$ cat config.mk
export PLATFORM = sky130hd
export DESIGN_NAME = imem_dmem_port_arbiter
export DESIGN_NICKNAME = d
export VERILOG_FILES = /design/src/rtl/imem_dmem_port_arbiter.sv
export SDC_FILE = /design/constraint.sdc
export NUM_CORES = 1
export LEC_CHECK = 0
export ABC_AREA = 1
export BUFFER_PORTS_ARGS = -buffer_cell sky130_fd_sc_hd__buf_2
export CAP_MARGIN = 10
export CORE_ASPECT_RATIO = 2
export CORE_MARGIN = 4
export CORE_UTILIZATION = 35
export CTS_CLUSTER_SIZE = 8
export DETAILED_ROUTE_END_ITERATION = 10
export PLACE_DENSITY = 0.89
export SLEW_MARGIN = 20
export SYNTH_ARGS = -nofsm -noshare
export SYNTH_HDL_FRONTEND = slang
export SYNTH_SLANG_ARGS = --single-unit
export TNS_END_PERCENT = 30
$ cat constraint.sdc
create_clock -name clk -period 2.2 [get_ports clk]
set_clock_uncertainty 0.05 [all_clocks]
set_input_delay 0.44 -clock clk [delete_from_list [all_inputs] [get_ports clk]]
set_output_delay 0.44 -clock clk [all_outputs]
set_load 0.005 [all_outputs]
$ cat src/rtl/imem_dmem_port_arbiter.sv
// Shares one memory port between instruction fetch and load/store.
// Reads are tracked in an in-order tag FIFO so each return is routed to its owner.
module imem_dmem_port_arbiter #(
  parameter  int AW              = 16,
  parameter  int DW              = 16,
  parameter  int MAX_OUTSTANDING = 4,
  parameter  int STARVE_LIMIT    = 3,
  localparam int CW              = $clog2(MAX_OUTSTANDING) + 1
) (
  input  logic          clk,
  input  logic          reset_n,
  input  logic          f_req,
  input  logic [AW-1:0] f_addr,
  input  logic          f_flush,
  output logic          f_gnt,
  output logic          f_rvalid,
  output logic [DW-1:0] f_rdata,
  input  logic          d_rd,
  input  logic          d_wr,
  input  logic [AW-1:0] d_addr,
  input  logic [DW-1:0] d_wdata,
  input  logic [1:0]    d_byteen,
  output logic          d_gnt,
  output logic          d_rvalid,
  output logic [DW-1:0] d_rdata,
  output logic [AW-1:0] m_addr,
  output logic          m_rd,
  output logic          m_wr,
  output logic [DW-1:0] m_wdata,
  output logic [1:0]    m_byteen,
  input  logic          m_waitreq,
  input  logic          m_rvalid,
  input  logic [DW-1:0] m_rdata,
  output logic [CW-1:0] outstanding,
  output logic          err_unexp_rvalid
);
  localparam int PW = $clog2(MAX_OUTSTANDING);
  localparam int SW = $clog2(STARVE_LIMIT + 1);

  typedef struct packed {
    logic fetch;
    logic drop;
  } tag_t;

  tag_t [MAX_OUTSTANDING-1:0] tag_q;
  logic [PW-1:0] wp_q, rp_q;
  logic [CW-1:0] cnt_q;
  logic [SW-1:0] starve_q;
  logic          err_q;

  logic full, empty, f_cand, f_elig, d_elig, f_win, d_win, push, pop;
  tag_t head;

  assign full  = (cnt_q == CW'(MAX_OUTSTANDING));
  assign empty = (cnt_q == '0);

  // Writes bypass the full check: they never occupy a tag slot.
  assign f_cand = f_req & ~f_flush;
  assign f_elig = reset_n & f_cand & ~full;
  assign d_elig = reset_n & (d_wr | (d_rd & ~full));
  assign f_win  = f_elig & (~d_elig | (starve_q == SW'(STARVE_LIMIT)));
  assign d_win  = d_elig & ~f_win;
  assign f_gnt  = f_win & ~m_waitreq;
  assign d_gnt  = d_win & ~m_waitreq;

  always_comb begin
    m_addr   = '0;
    m_rd     = 1'b0;
    m_wr     = 1'b0;
    m_wdata  = '0;
    m_byteen = '0;
    if (f_win) begin
      m_addr   = f_addr & ~AW'(1);
      m_rd     = 1'b1;
      m_byteen = 2'b11;
    end else if (d_win) begin
      m_addr   = d_addr;
      m_rd     = d_rd;
      m_wr     = d_wr;
      m_wdata  = d_wdata;
      m_byteen = d_byteen;
    end
  end

  assign push = f_gnt | (d_gnt & d_rd);
  assign pop  = m_rvalid & ~empty;
  assign head = tag_q[rp_q];

  // A flush in the pop cycle must also kill the head's return.
  assign f_rvalid = pop & head.fetch & ~head.drop & ~f_flush;
  assign d_rvalid = pop & ~head.fetch;
  assign f_rdata  = m_rdata;
  assign d_rdata  = m_rdata;

  assign outstanding      = cnt_q;
  assign err_unexp_rvalid = err_q;

  always_ff @(posedge clk or negedge reset_n) begin
    if (!reset_n) begin
      tag_q    <= '0;
      wp_q     <= '0;
      rp_q     <= '0;
      cnt_q    <= '0;
      starve_q <= '0;
      err_q    <= 1'b0;
    end else begin
      for (int i = 0; i < MAX_OUTSTANDING; i++)
        if (f_flush && tag_q[i].fetch) tag_q[i].drop <= 1'b1;
      if (push) begin
        tag_q[wp_q] <= tag_t'{fetch: f_gnt, drop: 1'b0};
        wp_q        <= wp_q + 1'b1;
      end
      if (pop) rp_q <= rp_q + 1'b1;
      cnt_q <= cnt_q + CW'(push) - CW'(pop);
      if (m_rvalid && empty) err_q <= 1'b1;
      // Only losing arbitration to data counts; a full FIFO or a stall of fetch's own command holds.
      if (f_elig && d_win)
        starve_q <= (starve_q == SW'(STARVE_LIMIT)) ? starve_q : starve_q + 1'b1;
      else if (f_gnt || !f_cand)
        starve_q <= '0;
    end
  end
endmodule

Yosys cells after proc, flatten, opt, wreduce, memory -nomap -nowiden --
Index checks and enable logic that the tools add are counted.
Storage, ports and cells: register bits 18
Cells by class: add/subtract/negate cells 5, $lt $le $gt $ge 3, equal/unequal tests 3, multiplexer cells 23, bitwise logic cells 26, reduce and logical (&&, ||, !) cells 12
Operators with widths (count):
- $mux 16 | 4
- $and 1x1->1 | 15
- $mux 2 | 7
- $bwmux 8 | 1
- $mux 1 | 8
- $not 1->1 | 8
- $logic_and 1x1->1 | 7
- $mux 7 | 1
- $add 2x1->2 const B | 3
- $lt 2x3->1 const B | 2
- $bmux 2 s2 | 1
- $demux 2 s2 | 1
- $add 3x1->3 | 1
- $eq 3x3->1 const B | 1
- $logic_not 3->1 | 1
- $or 1x1->1 | 3
- $sub 3x1->3 | 1
- $eq 2x2->1 const B | 1
- $ge 2x1->1 const B | 1
- $ne 2x2->1 const B | 1
- $reduce_and 2->1 | 1
- $reduce_bool 2->1 | 1
- $logic_not 1->1 | 1
- $logic_or 1x1->1 | 1

Logic depth before layout (Yosys ltp) --
word-level depth 15, depth in mapped cells 13

Worst setup path after synthesis --
No wires, ideal clock.
kind register to register, start point register cnt_q[1], in the netlist outstanding[1], end point register cnt_q[2], in the netlist outstanding[2], library setup time 0.129 ns, arrival time 2.124 ns, path slack -0.103 ns, cell stages (with the launch flop) 14, buffers on the path 0, clock period less this slack 2.303 ns, cell sequence dfrtp_1 -> nor2_2 -> nand2_2 -> nand3_2 -> nand2_4 -> nand2_8 -> nand2_8 -> nand2_4 -> nand2_1 -> ha_1 -> inv_1 -> ha_1 -> fa_1 -> xor2_1
Between the ends: cells in the longest elaborated chain, start to end 15, elaborated cells on any way between the ends 20, those cells by class add/sub (2); eq/ne (1); bitwise (16); reduce/logical (1)
RTL lines:
- from (decl) | line 47 | logic [CW-1:0] cnt_q;
- from (signal assigned) | line 114 | cnt_q <= cnt_q + CW'(push) - CW'(pop);
- $eq 3x3->1 | line 54 | assign full = (cnt_q == CW'(MAX_OUTSTANDING));
- $not 1->1 | line 59, 60
- $and 1x1->1 | line 60 | assign d_elig = reset_n & (d_wr | (d_rd & ~full));
- $or 1x1->1 | line 60
- $and 1x1->1 | line 60
- $not 1->1 | line 61 | assign f_win = f_elig & (~d_elig | (starve_q == SW'(STARVE_LIMIT)));
- $or 1x1->1 | line 61
- $and 1x1->1 | line 61
- $not 1->1 | line 62 | assign d_win = d_elig & ~f_win;
- $and 1x1->1 | line 62
- $and 1x1->1 | line 64 | assign d_gnt = d_win & ~m_waitreq;
- $and 1x1->1 | line 85 | assign push = f_gnt | (d_gnt & d_rd);
- $or 1x1->1 | line 85
- $add 3x1->3 | line 114
- $sub 3x1->3 (*) | line 114
Every way passes the cells marked *; elsewhere a longest branch is shown, timed or not. A chain may end at the register's enable or synchronous reset.

Final worst setup path --
start point register cnt_q[0], in the netlist outstanding[0], end point output m_addr[0]
Between the ends: cells in the longest elaborated chain, start to end 12, elaborated cells on any way between the ends 13, those cells by class eq/ne (1); mux (2); bitwise (10)
RTL lines:
- $eq 3x3->1 (*) | line 54
- $not 1->1 (*) | line 59, 60
- $and 1x1->1 | line 60
- $or 1x1->1 | line 60
- $and 1x1->1 | line 60
- $not 1->1 | line 61
- $or 1x1->1 | line 61
- $and 1x1->1 | line 61
- $not 1->1 | line 62
- $and 1x1->1 | line 62
- $mux 16 | line 76 | end else if (d_win) begin
- $mux 16 (*) | line 72 | if (f_win) begin
- to (decl) | line 26 | output logic [AW-1:0] m_addr,
Marked as above.

==> results.sh <==
export IMPL_syn_area_per_cell_um2=7.19
export IMPL_via_count=1836
export IMPL_wl_per_cell_um=13.7
export IMPL_utilization_pct=48.4
export IMPL_pin_count=150
export IMPL_grt_pass1_wl_um=7790
export IMPL_firstDrtPassIters=4
export IMPL_drtAntennaViolNets=0
export IMPL_critPathMaxFanout=19
export IMPL_first_global_vias=1771
export IMPL_status="finished, final reports clean"
export IMPL_cp_start_kind="register"
export IMPL_layout_cells_non_filler=379
export IMPL_via_per_inst=4.84
export IMPL_fmax_ghz=0.470
export IMPL_post_synth_inst_count=240
export IMPL_dpl_cell_count=369
export IMPL_hpwl_um=4140
export IMPL_drive_above_1_share_pct=45.7
export IMPL_worstSetupEndpointType="primary output"
export IMPL_fin_nets=407
export IMPL_synth_fp_nets=322
export IMPL_diodes=0
export IMPL_ir_drop_uv=772
export IMPL_die_area_mm2=0.00619
export IMPL_hold_path_class="in -> async"
export IMPL_drc_errors=0
export IMPL_worst_slew_pin_slew_ns=0.228
export IMPL_finalSetupViolations=0
export IMPL_ctsRootBufferMaster="clkbuf_8"
export IMPL_clk_latency_ns=0.26
export IMPL_start_util_pct=36.8
export IMPL_yosysSeqAreaShare_pct=26.1
export IMPL_netlist_area_mm2=0.00173
export IMPL_hold_viol=0
export IMPL_cp_slowest_stage_delay_ns=0.39
export IMPL_drv_cap=0
export IMPL_power_total_mw=1.88
export IMPL_cp_data_required_time_ns=1.71
export IMPL_final_common_cell="buf_2"
export IMPL_powerDensity_mw_per_mm2=830
export IMPL_final_cell_mix="100 x buf_2, 47 x nand2_1, 37 x nand3_1, 28 x inv_1, 20 x nor2_1"
export IMPL_core_mm2=0.00469
export IMPL_rsz0062_at_grt="true"
export IMPL_finalMaxSlewViolations=0
export IMPL_clockBufferDepth=2
export IMPL_tns_ns=0
export IMPL_overflow=0
export IMPL_rows=35
export IMPL_period_needed_ns=2.13
export IMPL_die_height_um=107
export IMPL_cts_tree="built"
export IMPL_clkSlewWorstSetupHoldPaths_ns=0.06
export IMPL_p_leak_nw=1.39
export IMPL_io_buffers=100
export IMPL_area_growth_pct=31.5
export IMPL_crit_path_top_delay_cell="dfrtp_1"
export IMPL_slew_headroom_pct=84.6
export IMPL_wl_um=5200
export IMPL_grt_max_degree=21
export IMPL_whs_ns=0.125
export IMPL_cp_arrival_ns=1.64
export IMPL_cts_num_sinks=18
export IMPL_drt_iter0_drc=70
export IMPL_antenna_found_initial=0
export IMPL_synthDistinctLibCells=27
export IMPL_ys_seq_elements=18
export IMPL_numCtsBuffers=3
export IMPL_gp_congestion=0.802
export IMPL_worstSetupPathType="reg -> out"
export IMPL_grt_usage_pct=16.0
export IMPL_yosys_warnings=0
export IMPL_fin_crit_sh_pct=96.8
export IMPL_h_tree_depth=1
export IMPL_cp_cell_sequence="nor2_2, nand2_2, nand3_2, nand2_4, nand2_8, nand2_8, buf_12, nand2_4, nor2_1, buf_2"
export IMPL_die_w_um=57.6
==> state kept, by name (all words and copies together) (netlist names) <==
register	flops
tag_q	8
outstanding	3
rp_q	2
starve_q	2
wp_q	2
err_unexp_rvalid	1
==> layer usage <==
metal,routed length [um],track usage [%],up-vias,share of wire [%]
li1,-,-,895,-
met4,330,13.4,0,6.3
met1,1750,15.2,838,34
met3,391,1.80,35,7.5
met2,2730,29.0,68,52
met5,0,0,-,0
==> cell type report <==
cell class              count  area, um^2
well taps                  55        68.8
clock buffers               4        55.1
fillers                   453        2420
repair buffers            119         667
inverters                  32         120
multi-input cells         151         907
flip-flops and latches     18         450
==> cells by family (layout without fill, tap and decap cells) <==
group,Yosys count,after routing,synth area share [%]
AND/OR/NAND/NOR,125,126,36.5
buffers and inverters,72,155,24.8
flip-flops,18,18,26.1
AO/OA/AOI/OAI,14,14,4.79
adder cells (fa/ha/maj),8,8,6.24
XOR/XNOR,3,3,1.52
==> what timing repair did <==
item / in CTS / in global routing
hold buffers: 0 / 0
endpoints found under the setup margin: 26 / 22
buffers inserted: 1 / 4
pin swaps: 1 / 6
gates cloned: 0 / 1
resized for setup: 6 / 7
==> synthesized netlist by cell type <==
cell     instances  share of area, %
a31o_2           1              0.51
inv_1           32               7.0
or2_1            1              0.36
a21oi_1          7               2.0
nor2_2           1              0.36
nand2_4          3               2.0
nor2_1          22               4.8
buf_6            2               1.3
nor2_8           1               1.2
ha_1             7               5.1
nand4_1          3               1.1
buf_4           34                15
buf_8            1              0.87
buf_2            3              0.87
nand3_2          4               2.3
dfrtp_1         18                26
a31oi_1          4               1.5
nand2_1         48                10
nand3_1         37                11
nor3_1           1              0.29
xor2_1           2               1.0
fa_1             1               1.2
nand2_8          2               2.3
a32oi_1          1              0.51
nand2_2          2              0.73
xnor2_1          1              0.51
o21ai_0          1              0.29
==> power by group <==
| part | total (mW) | internal (mW) | switching [mW] |
|---|---|---|---|
| logic | 0.997 | 0.474 | 0.523 |
| registers | 0.613 | 0.481 | 0.132 |
| clock network | 0.272 | 0.159 | 0.113 |
| total | 1.88 | 1.11 | 0.768 |
==> worst paths after layout <==
| check | start | endpoint | slack, ns | cells after the start |
|---|---|---|---|---|
| min | reset_n | outstanding[1] | 0.13 | 2 |
| max in group asynchronous | reset_n | wp_q[0] | 1.76 | 2 |
| max reg2reg | outstanding[0] | outstanding[2] | 0.09 | 13 |
| max | outstanding[0] | m_addr[0] | 0.07 | 10 |
| min reg2reg | err_unexp_rvalid | err_unexp_rvalid | 0.43 | 1 |
| min in group clk | m_rvalid | err_unexp_rvalid | 0.41 | 2 |
==> critical path, delay by kind of cell (launching register included) <==
kind                   cells  cell delay (ns)
and+or+nand+nor            8             0.69
DFF                        1             0.39
buffers and inverters      2             0.29
==> stage by stage <==
step / area, um^2 / setup WS [ns]
floorplan: 1750 / -0.0471
global placement: 2120 / 0.00636
detailed placement: 2120 / -0.0202
CTS: 2200 / 0.0189
global route: 2270 / -0.0244
finish: 2270 / 0.0712
Note: power is estimated with default switching activity, not from simulation.
